### src/rtl/ldpc_ber_tester_pkg.sv
// Shared constants, types and helpers for the LLR noise injector.
// Holds the LFSR polynomial and per-lane seed derivation used by every lane.
package ldpc_ber_tester_pkg;

  localparam int          LLR_W     = 8;
  localparam int          LLR_MAX   = 127;
  localparam int          BUS_W     = 128;
  localparam logic [31:0] LFSR_POLY = 32'h80200003;
  localparam logic [31:0] SEED_STEP = 32'h9E3779B9;

  typedef struct packed {
    logic             last;
    logic [BUS_W-1:0] dat;
  } beat_t;

  // An all-zero state would lock the LFSR, so it is replaced by 1.
  function automatic logic [31:0] lane_seed(logic [31:0] base, logic [31:0] idx);
    logic [31:0] s;
    s = base + idx * SEED_STEP;
    return (s == 32'h0) ? 32'h1 : s;
  endfunction

  function automatic logic [31:0] lfsr_step(logic [31:0] s);
    return {1'b0, s[31:1]} ^ (s[0] ? LFSR_POLY : 32'h0);
  endfunction

endpackage

### src/rtl/ldpc_llr_noise_injector_if.sv
// AXI4-Stream style LLR bus: master drives data/valid/last, slave drives ready.
interface ldpc_llr_noise_injector_if #(
  parameter int DATA_W = 128
);
  logic [DATA_W-1:0] tdata;
  logic              tvalid;
  logic              tready;
  logic              tlast;

  modport master (output tdata, output tvalid, output tlast, input tready);
  modport slave  (input tdata, input tvalid, input tlast, output tready);
endinterface

### src/rtl/ldpc_llr_noise_lane.sv
// One LLR lane: Galois LFSR noise source, arithmetic scaling, symmetric clip to +/-LLR_MAX.
// Combinational data path; the LFSR steps only when the top accepts a noisy beat.
module ldpc_llr_noise_lane
  import ldpc_ber_tester_pkg::*;
#(
  parameter logic [31:0] SEED_VAL = 32'h1
) (
  input  logic             clk,
  input  logic             rst_n,
  input  logic             en,
  input  logic             step,
  input  logic             load,
  input  logic [2:0]       shift,
  input  logic [LLR_W-1:0] llr_in,
  output logic [LLR_W-1:0] llr_out,
  output logic             sat
);

  localparam logic signed [LLR_W:0] POS_LIM = (LLR_W+1)'(LLR_MAX);
  localparam logic signed [LLR_W:0] NEG_LIM = -POS_LIM;

  logic [31:0]              lfsr_q;
  logic signed [LLR_W-1:0]  raw;
  logic signed [LLR_W-1:0]  noise;
  logic signed [LLR_W:0]    sum;
  logic signed [LLR_W:0]    clip;

  always_comb begin
    raw   = lfsr_q[LLR_W-1:0];
    noise = raw >>> shift;
    sum   = $signed({llr_in[LLR_W-1], llr_in}) + $signed({noise[LLR_W-1], noise});
    if (sum > POS_LIM) begin
      clip = POS_LIM;
    end else if (sum < NEG_LIM) begin
      clip = NEG_LIM;
    end else begin
      clip = sum;
    end
    llr_out = en ? clip[LLR_W-1:0] : llr_in;
    sat     = en && (clip != sum);
  end

  // A reload wins over an advance in the same cycle.
  always_ff @(posedge clk or negedge rst_n) begin
    if (!rst_n) begin
      lfsr_q <= SEED_VAL;
    end else if (load) begin
      lfsr_q <= SEED_VAL;
    end else if (step) begin
      lfsr_q <= lfsr_step(lfsr_q);
    end
  end

endmodule

### src/rtl/ldpc_llr_noise_injector.sv
// Adds scaled per-lane LFSR noise to a 16x8b LLR stream; one-cycle latency, one beat/cycle.
// Main + one-entry skid output stage; s_axis_tready is registered (skid empty), no path from m_axis_tready.
module ldpc_llr_noise_injector
  import ldpc_ber_tester_pkg::*;
#(
  parameter logic [31:0] SEED  = 32'h1,
  parameter int          LANES = 16
) (
  input  logic                              data_clk,
  input  logic                              data_resetn,
  input  logic                              en,
  input  logic [2:0]                        noise_shift,
  input  logic                              load_seed,
  ldpc_llr_noise_injector_if.slave          s_axis,
  ldpc_llr_noise_injector_if.master         m_axis,
  output logic [31:0]                       sat_count,
  output logic [31:0]                       frame_count
);

  localparam int PC_W = $clog2(LANES + 1);

  logic                     rdy_q;
  logic                     accept;
  logic                     step;
  logic                     out_fire;
  logic [LANES*LLR_W-1:0]   noisy;
  logic [LANES-1:0]         lane_sat;
  logic [PC_W-1:0]          sat_pc;
  logic [32:0]              sat_sum;

  beat_t                    in_beat;
  beat_t                    main_q, main_nxt;
  beat_t                    sk_q, sk_nxt;
  logic                     main_vld_q, main_vld_nxt;
  logic                     sk_vld_q, sk_vld_nxt;

  assign accept   = s_axis.tvalid && rdy_q;
  assign step     = accept && en;
  assign out_fire = main_vld_q && m_axis.tready;

  for (genvar i = 0; i < LANES; i++) begin : g_lane
    localparam logic [31:0] LANE_SEED = lane_seed(SEED, 32'(i));
    ldpc_llr_noise_lane #(
      .SEED_VAL (LANE_SEED)
    ) u_lane (
      .clk     (data_clk),
      .rst_n   (data_resetn),
      .en      (en),
      .step    (step),
      .load    (load_seed),
      .shift   (noise_shift),
      .llr_in  (s_axis.tdata[i*LLR_W +: LLR_W]),
      .llr_out (noisy[i*LLR_W +: LLR_W]),
      .sat     (lane_sat[i])
    );
  end

  always_comb begin
    sat_pc = '0;
    for (int k = 0; k < LANES; k++) begin
      sat_pc = sat_pc + PC_W'(lane_sat[k]);
    end
    sat_sum      = {1'b0, sat_count} + 33'(sat_pc);
    in_beat.dat  = noisy;
    in_beat.last = s_axis.tlast;
  end

  // The skid is only ever filled while main is stalled and always drains first,
  // so an accept never coincides with a full skid.
  always_comb begin
    main_nxt     = main_q;
    main_vld_nxt = main_vld_q;
    sk_nxt       = sk_q;
    sk_vld_nxt   = sk_vld_q;
    if (out_fire || !main_vld_q) begin
      if (sk_vld_q) begin
        main_nxt     = sk_q;
        main_vld_nxt = 1'b1;
        sk_vld_nxt   = 1'b0;
      end else if (accept) begin
        main_nxt     = in_beat;
        main_vld_nxt = 1'b1;
      end else begin
        main_vld_nxt = 1'b0;
      end
    end else if (accept) begin
      sk_nxt     = in_beat;
      sk_vld_nxt = 1'b1;
    end
  end

  always_ff @(posedge data_clk or negedge data_resetn) begin
    if (!data_resetn) begin
      main_q      <= '0;
      main_vld_q  <= 1'b0;
      sk_q        <= '0;
      sk_vld_q    <= 1'b0;
      rdy_q       <= 1'b0;
      sat_count   <= '0;
      frame_count <= '0;
    end else begin
      main_q     <= main_nxt;
      main_vld_q <= main_vld_nxt;
      sk_q       <= sk_nxt;
      sk_vld_q   <= sk_vld_nxt;
      rdy_q      <= !sk_vld_nxt;
      if (accept) begin
        sat_count <= sat_sum[32] ? 32'hFFFF_FFFF : sat_sum[31:0];
      end
      if (out_fire && main_q.last) begin
        frame_count <= frame_count + 32'd1;
      end
    end
  end

  assign s_axis.tready = rdy_q;
  assign m_axis.tvalid = main_vld_q;
  assign m_axis.tdata  = main_q.dat;
  assign m_axis.tlast  = main_q.last;

endmodule

### src/flat_wrapper.sv
// flat-port wrapper written by rule: the top's interface ports become plain ports
module ldpc_llr_noise_injector_flat import ldpc_ber_tester_pkg::*;
#(
  parameter logic [31:0] SEED  = 32'h1,
  parameter int          LANES = 16
)
  (data_clk, data_resetn, en, noise_shift, load_seed, sat_count, frame_count, s_axis_tdata, s_axis_tvalid, s_axis_tlast, s_axis_tready, m_axis_tdata, m_axis_tvalid, m_axis_tlast, m_axis_tready);
  ldpc_llr_noise_injector_if s_axis_i ();
  ldpc_llr_noise_injector_if m_axis_i ();
  input  logic data_clk;
  input  logic data_resetn;
  input  logic en;
  input  logic [2:0] noise_shift;
  input  logic load_seed;
  output logic [31:0] sat_count;
  output logic [31:0] frame_count;
  input wire logic [$bits(s_axis_i.tdata)-1:0] s_axis_tdata;
  input wire logic [$bits(s_axis_i.tvalid)-1:0] s_axis_tvalid;
  input wire logic [$bits(s_axis_i.tlast)-1:0] s_axis_tlast;
  output wire logic [$bits(s_axis_i.tready)-1:0] s_axis_tready;
  output wire logic [$bits(m_axis_i.tdata)-1:0] m_axis_tdata;
  output wire logic [$bits(m_axis_i.tvalid)-1:0] m_axis_tvalid;
  output wire logic [$bits(m_axis_i.tlast)-1:0] m_axis_tlast;
  input wire logic [$bits(m_axis_i.tready)-1:0] m_axis_tready;
  assign s_axis_i.tdata = s_axis_tdata;
  assign s_axis_i.tvalid = s_axis_tvalid;
  assign s_axis_i.tlast = s_axis_tlast;
  assign s_axis_tready = s_axis_i.tready;
  assign m_axis_tdata = m_axis_i.tdata;
  assign m_axis_tvalid = m_axis_i.tvalid;
  assign m_axis_tlast = m_axis_i.tlast;
  assign m_axis_i.tready = m_axis_tready;
  ldpc_llr_noise_injector #(.SEED(SEED), .LANES(LANES)) u_core (.data_clk(data_clk), .data_resetn(data_resetn), .en(en), .noise_shift(noise_shift), .load_seed(load_seed), .s_axis(s_axis_i), .m_axis(m_axis_i), .sat_count(sat_count), .frame_count(frame_count));
endmodule
### config.mk
export PLATFORM = sky130hd
export DESIGN_NAME = ldpc_llr_noise_injector_flat
export DESIGN_NICKNAME = d
export VERILOG_FILES = /design/src/rtl/ldpc_ber_tester_pkg.sv /design/src/rtl/ldpc_llr_noise_injector_if.sv /design/src/rtl/ldpc_llr_noise_lane.sv /design/src/rtl/ldpc_llr_noise_injector.sv /design/src/flat_wrapper.sv
export SDC_FILE = /design/constraint.sdc
export NUM_CORES = 2
export LEC_CHECK = 0
export CAP_MARGIN = 20
export CORE_MARGIN = 1.5
export CORE_UTILIZATION = 45
export DETAILED_ROUTE_END_ITERATION = 10
export HOLD_SLACK_MARGIN = 0.06
export PLACE_DENSITY = 0.7
export REMOVE_ABC_BUFFERS = 1
export SLEW_MARGIN = 10
export SYNTH_ARGS = -nofsm -noshare
export SYNTH_HDL_FRONTEND = slang
export SYNTH_SLANG_ARGS = --single-unit
### constraint.sdc
create_clock -name data_clk -period 12.3 [get_ports data_clk]
set_clock_uncertainty 0.2 [all_clocks]
set_input_delay 1.23 -clock data_clk [delete_from_list [all_inputs] [get_ports data_clk]]
set_output_delay 1.23 -clock data_clk [all_outputs]
set_load 0.02 [all_outputs]
======== Word-level counts from Yosys, hierarchy flattened ========
Index checks and enable logic that the tools add are counted.
operators by class
  $add $sub $neg .......................... 33
  order comparisons ....................... 32
  equality and inequality tests ........... 16
  shift-type cells ........................ 16
  multiplexer cells ....................... 103
  bitwise operators ....................... 17
  reductions and logical operators ........ 27
operators with widths
  kind                     count
  $mux W32                 49
  $xor A31 B32 Y32         16
  $mux W9                  32
  $mux W129                2
  $add A8 B8 Y9            16
  $gt A9 B8 Y1 const B     16
  $lt A9 B8 Y1 const B     16
  $ne A9 B9 Y1             16
  $mux W8                  16
  $sshr A8 B3 Y8           16
  $add A5 B1 Y5            14
  $add A32 B5 Y33          1
  $add A32 B1 Y32 const B  1
  $logic_and A1 B1 Y1      20
  $mux W1                  4
  $reduce_and A2 Y1        2
  $reduce_bool A2 Y1       2
  $add A1 B1 Y2            1
  $logic_not A1 Y1         2
  $logic_or A1 B1 Y1       1
  $not A1 Y1               1
storage, ports and cells
  flip-flop bits (word level) ............. 837
  input port bits ......................... 138
  output and inout bits ................... 195
  logic and storage cells ................. 269

======== Logic depth before layout (Yosys ltp) ========
  word-level depth ........................ 24
  mapped depth ............................ 39
  mapped depth without buffers ............ 36

======== Cells and area by module ========
Synthesis repeated with hierarchy kept, for this count alone.
second synthesis, totals
  cells, all modules ...................... 4680
  area total of the unflattened synthesis .. 48220.0 µm²
modules (own cells, without submodules)
  module                                           times used  cells an instance  area each (µm²)  sequential area each (µm²)
  ldpc_llr_noise_injector                          1           1209               14406.3          8132.8
  ldpc_llr_noise_lane at u_core.g_lane[8].u_lane   1           227                2180.8           825.8
  ldpc_llr_noise_lane at u_core.g_lane[9].u_lane   1           228                2178.3           822.0
  ldpc_llr_noise_lane at u_core.g_lane[1].u_lane   1           227                2175.8           825.8
  ldpc_llr_noise_lane at u_core.g_lane[2].u_lane   1           227                2172.1           825.8
  ldpc_llr_noise_lane at u_core.g_lane[14].u_lane  1           226                2159.6           818.3
  ldpc_llr_noise_lane at u_core.g_lane[13].u_lane  1           226                2150.8           817.0
  ldpc_llr_noise_lane at u_core.g_lane[15].u_lane  1           224                2135.8           813.3
  ldpc_llr_noise_lane at u_core.g_lane[7].u_lane   1           209                2118.3           813.3
  ldpc_llr_noise_lane at u_core.g_lane[10].u_lane  1           211                2098.3           819.5
  ldpc_llr_noise_lane at u_core.g_lane[12].u_lane  1           209                2098.3           822.0
  ldpc_llr_noise_lane at u_core.g_lane[11].u_lane  1           210                2097.0           820.8
  ldpc_llr_noise_lane at u_core.g_lane[4].u_lane   1           209                2064.5           825.8
  ldpc_llr_noise_lane at u_core.g_lane[6].u_lane   1           210                2062.0           823.3
  3 more rows                                      n/a         n/a                n/a              n/a

======== Least setup slack after synthesis ========
No wires, ideal clock.
  path type ............................... input -> register
  start ................................... input port noise_shift[0]
  end ..................................... register u_core.sat_count[28]
  setup time .............................. 125 ps
  arrival ................................. 9875 ps
  required time ........................... 11975 ps
  slack ................................... 2100 ps
  stages .................................. 32
  buffers on the path ..................... 2
  cells stage by stage .................... clkbuf_1 buf_2 mux4_2 mux2_2 ha_1 fa_1 a211oi_1 o21bai_1 a21oi_1 xor2_1 nand3_1 o21bai_1 ha_1 inv_1 or4_1 a221o_1 o311ai_1 fa_1 fa_1 fa_1 inv_1 fa_1 fa_1 inv_1 fa_1 fa_1 nor2b_1 o21a_1 o21ai_0 a21oi_1 nand4_1 mux2_2
between the ends
  word-level cells in the longest chain between the ends .. 24
  elaborated cells on any way between the ends .. 145
  those cells by class .................... add/sub (32); order compare (32); eq/ne (16); shift (16); mux (33); reduce/logical (16)
RTL lines
  item                         line                            RTL
  start: declaration           flat_wrapper.sv:13              input logic [2:0] noise_shift;
  $sshr A8 B3 Y8               ldpc_llr_noise_lane.sv:30       noise = raw >>> shift;
  $add A8 B8 Y9                ldpc_llr_noise_lane.sv:31       sum = $signed({llr_in[LLR_W-1], llr_in}) + $signed({noise[LLR_W-1], noise});
  $lt A9 B8 Y1                 ldpc_llr_noise_lane.sv:34       end else if (sum < NEG_LIM) begin
  $mux W9                      ldpc_llr_noise_lane.sv:34
  $mux W9                      ldpc_llr_noise_lane.sv:32       if (sum > POS_LIM) begin
  $ne A9 B9 Y1                 ldpc_llr_noise_lane.sv:40       sat = en && (clip != sum);
  $logic_and A1 B1 Y1          ldpc_llr_noise_lane.sv:40
  $add A1 B1 Y2                ldpc_llr_noise_injector.sv:61   sat_pc = sat_pc + PC_W'(lane_sat[k]);
  $add A5 B1 Y5 (13 in a row)  ldpc_llr_noise_injector.sv:61
  $add A5 B1 Y5 (*)            ldpc_llr_noise_injector.sv:61
  $add A32 B5 Y33 (*)          ldpc_llr_noise_injector.sv:63   sat_sum = {1'b0, sat_count} + 33'(sat_pc);
  $mux W32 (*)                 ldpc_llr_noise_injector.sv:108  sat_count <= sat_sum[32] ? 32'hFFFF_FFFF : sat_sum[31:0];
  end signal: assignment       ldpc_llr_noise_injector.sv:108
  end: declaration             ldpc_llr_noise_injector.sv:16   output logic [31:0] sat_count,
Every way passes the cells marked *; elsewhere a longest branch is shown, timed or not.
A chain may end at the register's enable or synchronous reset.

======== Worst setup path after layout ========
  start ................................... input port noise_shift[1]
  end ..................................... register u_core.sat_count[27]
Same word-level chain as after synthesis.

==> results.txt <==
The routed length per placed instance came out at 20.85 um. Power density normalized to cell area: 174.2 nW/um2. The overflow left after global routing came out at 0. Routability-driven placement finished with a final weighted congestion of 0.8950.

Sequential fraction of the synthesis area: 47.51%. For this block, the routed nets add up to 122,300 um of wire. The post-synthesis instance total came out at 4,320. Static timing analysis puts the maximum clock frequency at 0.09365 GHz. A synthesized cell averages 10.35 um2. For the net total in the final layout, the log shows 4,821.

Summed over all instances, the cell type with the most area after synthesis is sky130_fd_sc_hd__dfrtp_1. Of the cells placed in the final design, the portion with a size suffix greater than 1 is 13.51%. The logs give 8 for the initial antenna violation count and 195,000 um for the first-pass GRT wire length. The yosys synthesis warning count is 0, and the netlist area before placement is 44,720 um2. STA classifies the critical path startpoint as an input port.

The net switching power of the design is 3.053 mW. The run finished with clean final reports. In the global route stage, overall resource usage came out at 23.72%.

The tools report the startpoint of the most critical register-to-register path as u_core.g_lane[9].u_lane.lfsr_q[0]. The internal portion of total power is 6.007 mW. Among all cell types in the netlist, the one instantiated most often is sky130_fd_sc_hd__dfrtp_1. Of the available clock period, the critical path in the final layout requires 86.81%. Share of power burned in combinational logic: 31.6%. The slew at the pin closest to its max-slew limit was 1120 ps; the sum of negative setup slack was 0 ps. Detailed placement finished with a half-perimeter wire length of 80,690 um. The share of total power dissipated in the clock network is 30.1%.

The number of gates resized after CTS was 0. The cell at the slowest stage of the critical path was sky130_fd_sc_hd__fa_1. The number of enable flip-flop cells after synthesis is 0, and the number of hold buffers added after CTS is 0. Count of antenna-violating nets left after detailed routing: 0. The most critical setup path has its endpoint at u_core.sat_count[27]. For this design the top-level I/O count stands at 333. The final critical path time including I/O delays and setup works out to 10,680 ps. Across all hold checks on the routed design, the worst slack comes to 252.4 ps.

Sorting the synthesized cells by area gives the leading types as sky130_fd_sc_hd__dfrtp_1, sky130_fd_sc_hd__dfstp_2, sky130_fd_sc_hd__a22o_1. The clock tree synthesis step divided the H-tree into 3 levels. The hold violation total from the final report was 0; the leakage dissipation was 22.24 nW. Setup repair after global routing left no endpoint under its margin. The logs give 52.84% for the utilization after layout and 0 for the post-CTS setup buffer count.

Data on the critical path is required at its endpoint by 12,660 ps. No sink is reached through more buffers than the 3 on the longest clock path. The die is 318.3 um tall.

The worst register-to-register path has a depth of 31. Registers are responsible for 38.3% of the overall power. Clock latency on the worst-skew pair, taken at its later pin, is 660 ps.

The number of max-cap violations came out at 0. Setup violations remaining at the end of the flow were counted as 0. In this run the tightest slew margin relative to its limit is 25.35%. The floorplan step set the die width to 318.3 um.

The count of buffers added on input and output ports is 332. Among the stages of the critical path, the cell type that occurs most often is sky130_fd_sc_hd__fa_1. The delay of the slowest cell on the worst path was 650 ps; the total chip power was 9.060 mW. TritonCTS built the clock tree.

The critical path data arrival time is 11,040 ps. For the number of global-route vias before repair, the log shows 34,150. The initial detailed-routing violation count was 2,734; the switching part of the total was 33.70%.

For this run, the number of standard cells in the final layout without fillers is 5,865. The top fanout value on the critical path is 54, and the depth of the worst hold-timing path is 2. The starting utilization of the core area is 45.44%. The area of the core is 98,420 um2, and the die outline area is 101,300 um2.

Compared with the post-synthesis result, the final layout area differs by 16.29%. For this run, design rule violations remaining after detail routing come to 0. The critical path startpoint was noise_shift[1].

The run gives 2410 ps as the register-to-register path setup slack. In this run the clock root is driven by a sky130_fd_sc_hd__clkbuf_16. The clock slew at the register clock pins of the worst setup and hold paths was 60 ps. Of all flip-flops after synthesis, the portion carrying an async set or reset was 100.0%. The cell count after placement was 5,702. The endpoint identified for the worst register-to-register timing path is u_core.sat_count[27].

The critical path class is input port to flop. The min-delay analysis places its worst path in the category flop to flop. In this run, synthesis produced a sequential element count of 837. The logs give 115 for the floorplan row count and 8,609 for the final-layout fill cell count. TritonCTS sink count: 837.

Entering global routing, the biggest net connects 177 pins. The number of max-slew violations in the final report is 0, and the detail-routed via count per cell is 6.018. Sorting the synthesized cells by how often they occur yields sky130_fd_sc_hd__dfrtp_1, sky130_fd_sc_hd__nand2_1, sky130_fd_sc_hd__a21oi_1. The synthesized design devotes to its leading area cell type 33.29% of total area.

Element type at the critical path end: a flop. The first detailed-routing pass ran for 5 iterations. The largest voltage drop on the vdd net is 0.0001478 V. The number of different library cells used by synthesis comes to 87. Buffers inserted during clock tree synthesis total 86. For this run, the leading register cell type out of synthesis is sky130_fd_sc_hd__dfrtp_1. The detailed router placed 35,290 vias in this run.
-- cells by family (layout without fill, tap and decap cells) --
family | count (synthesis) | after routing | synth area share, %
adder cells (fa/ha/maj) | 182 | 182 | 5.534
flip-flops | 837 | 837 | 47.51
other | 0 | 3 | 0
AND/OR/NAND/NOR | 1032 | 1032 | 10.96
multiplexers | 182 | 182 | 5.436
XOR/XNOR | 166 | 166 | 3.251
buffers and inverters | 365 | 620 | 3.153
AO/OA/AOI/OAI | 1556 | 1556 | 24.16
-- layer usage --
metal	global-route usage, %	up-vias	share of wire [%]
li1	-	16460	-
met1	32.81	17730	45
met2	38.71	927	47
met3	3.568	167	6.0
met4	6.741	4	2.3
met5	0	-	0.025
-- registers in the layout, summed over array words and instances, names as in the netlist --
register and flops:
u_core.s_axis.tready 1, u_core.sk_q 129, u_core.m_axis.tdata 128, u_core.sat_count 32, u_core.g_lane.u_lane.lfsr_q 512, u_core.sk_vld_q 1
u_core.m_axis.tlast 1, u_core.m_axis.tvalid 1, u_core.frame_count 32
-- power groups by stage --
stage	sequential [mW]	combinational [mW]	clock [mW]
3_3_place_gp	3.49	2.79	0
2_1_floorplan	3.65	1.61	0
3_5_place_dp	3.51	2.84	0
5_1_grt	3.52	3.15	2.90
4_1_cts	3.47	2.88	2.79
6_report	3.47	2.86	2.73
-- layout by cell type (no fill, tap or decap), drive strengths merged, types with 40 or more instances in the layout --
cell and n:
ha 153, nor2 271, o22a 230, a22o 237, a21oi 332, dfstp 242
o21a 43, dfrtp 595, buf 60, nand3 50, nand2 359, nor2b 53
o22ai 44, xor2 83, a21o 60, mux4 40, and3 119, o21ai 304
xnor2 83, clkbuf 121, mux2 84, clkdlybuf4s50 326, o31ai 76, inv 78
mux2i 58
-- final cells by class --
type / count / area, um2 / share of cell area (%)
Timing Repair Buffer: 386 / 3739 / 7.189
Clock inverter: 39 / 451.7 / 0.8685
Antenna cell: 3 / 7.507 / 0.01443
Multi-Input combinational cell: 3118 / 22160 / 42.61
Clock buffer: 121 / 2507 / 4.821
Inverter: 74 / 277.8 / 0.5341
Tap cell: 1287 / 1610 / 3.096
Sequential cell: 837 / 21250 / 40.86
-- worst max-delay path, delay by kind of cell --
kind | cells | cell delay (ps)
adder cells (fa/ha/maj) | 10 | 4480
AO/OA/AOI/OAI | 11 | 2130
AND/OR/NAND/NOR | 6 | 1270
multiplexers | 3 | 1030
buffers and inverters | 4 | 860
-- metrics by stage --
stage	instance area [um2]	setup WS, ps
6_report	52010	1622
5_1_grt	52010	1014
4_1_cts	52000	1630
3_5_place_dp	49040	986.1
3_3_place_gp	49040	1142
2_1_floorplan	43590	331.1
-- how the worst min path moves through the flow --
stage | slack, ps | to | from
after floorplan | 230 | u_core.g_lane[10].u_lane.lfsr_q[21] | u_core.g_lane[10].u_lane.lfsr_q[21]
after global placement | 250 | u_core.g_lane[10].u_lane.lfsr_q[21] | u_core.g_lane[10].u_lane.lfsr_q[21]
after detailed placement | 250 | u_core.g_lane[11].u_lane.lfsr_q[21] | u_core.g_lane[11].u_lane.lfsr_q[21]
after CTS | 250 | u_core.g_lane[11].u_lane.lfsr_q[21] | u_core.g_lane[11].u_lane.lfsr_q[21]
after global routing | 270 | u_core.g_lane[11].u_lane.lfsr_q[21] | u_core.g_lane[11].u_lane.lfsr_q[21]
final | 250 | u_core.g_lane[11].u_lane.lfsr_q[21] | u_core.g_lane[11].u_lane.lfsr_q[21]
Power figures use the tool's default switching activity.
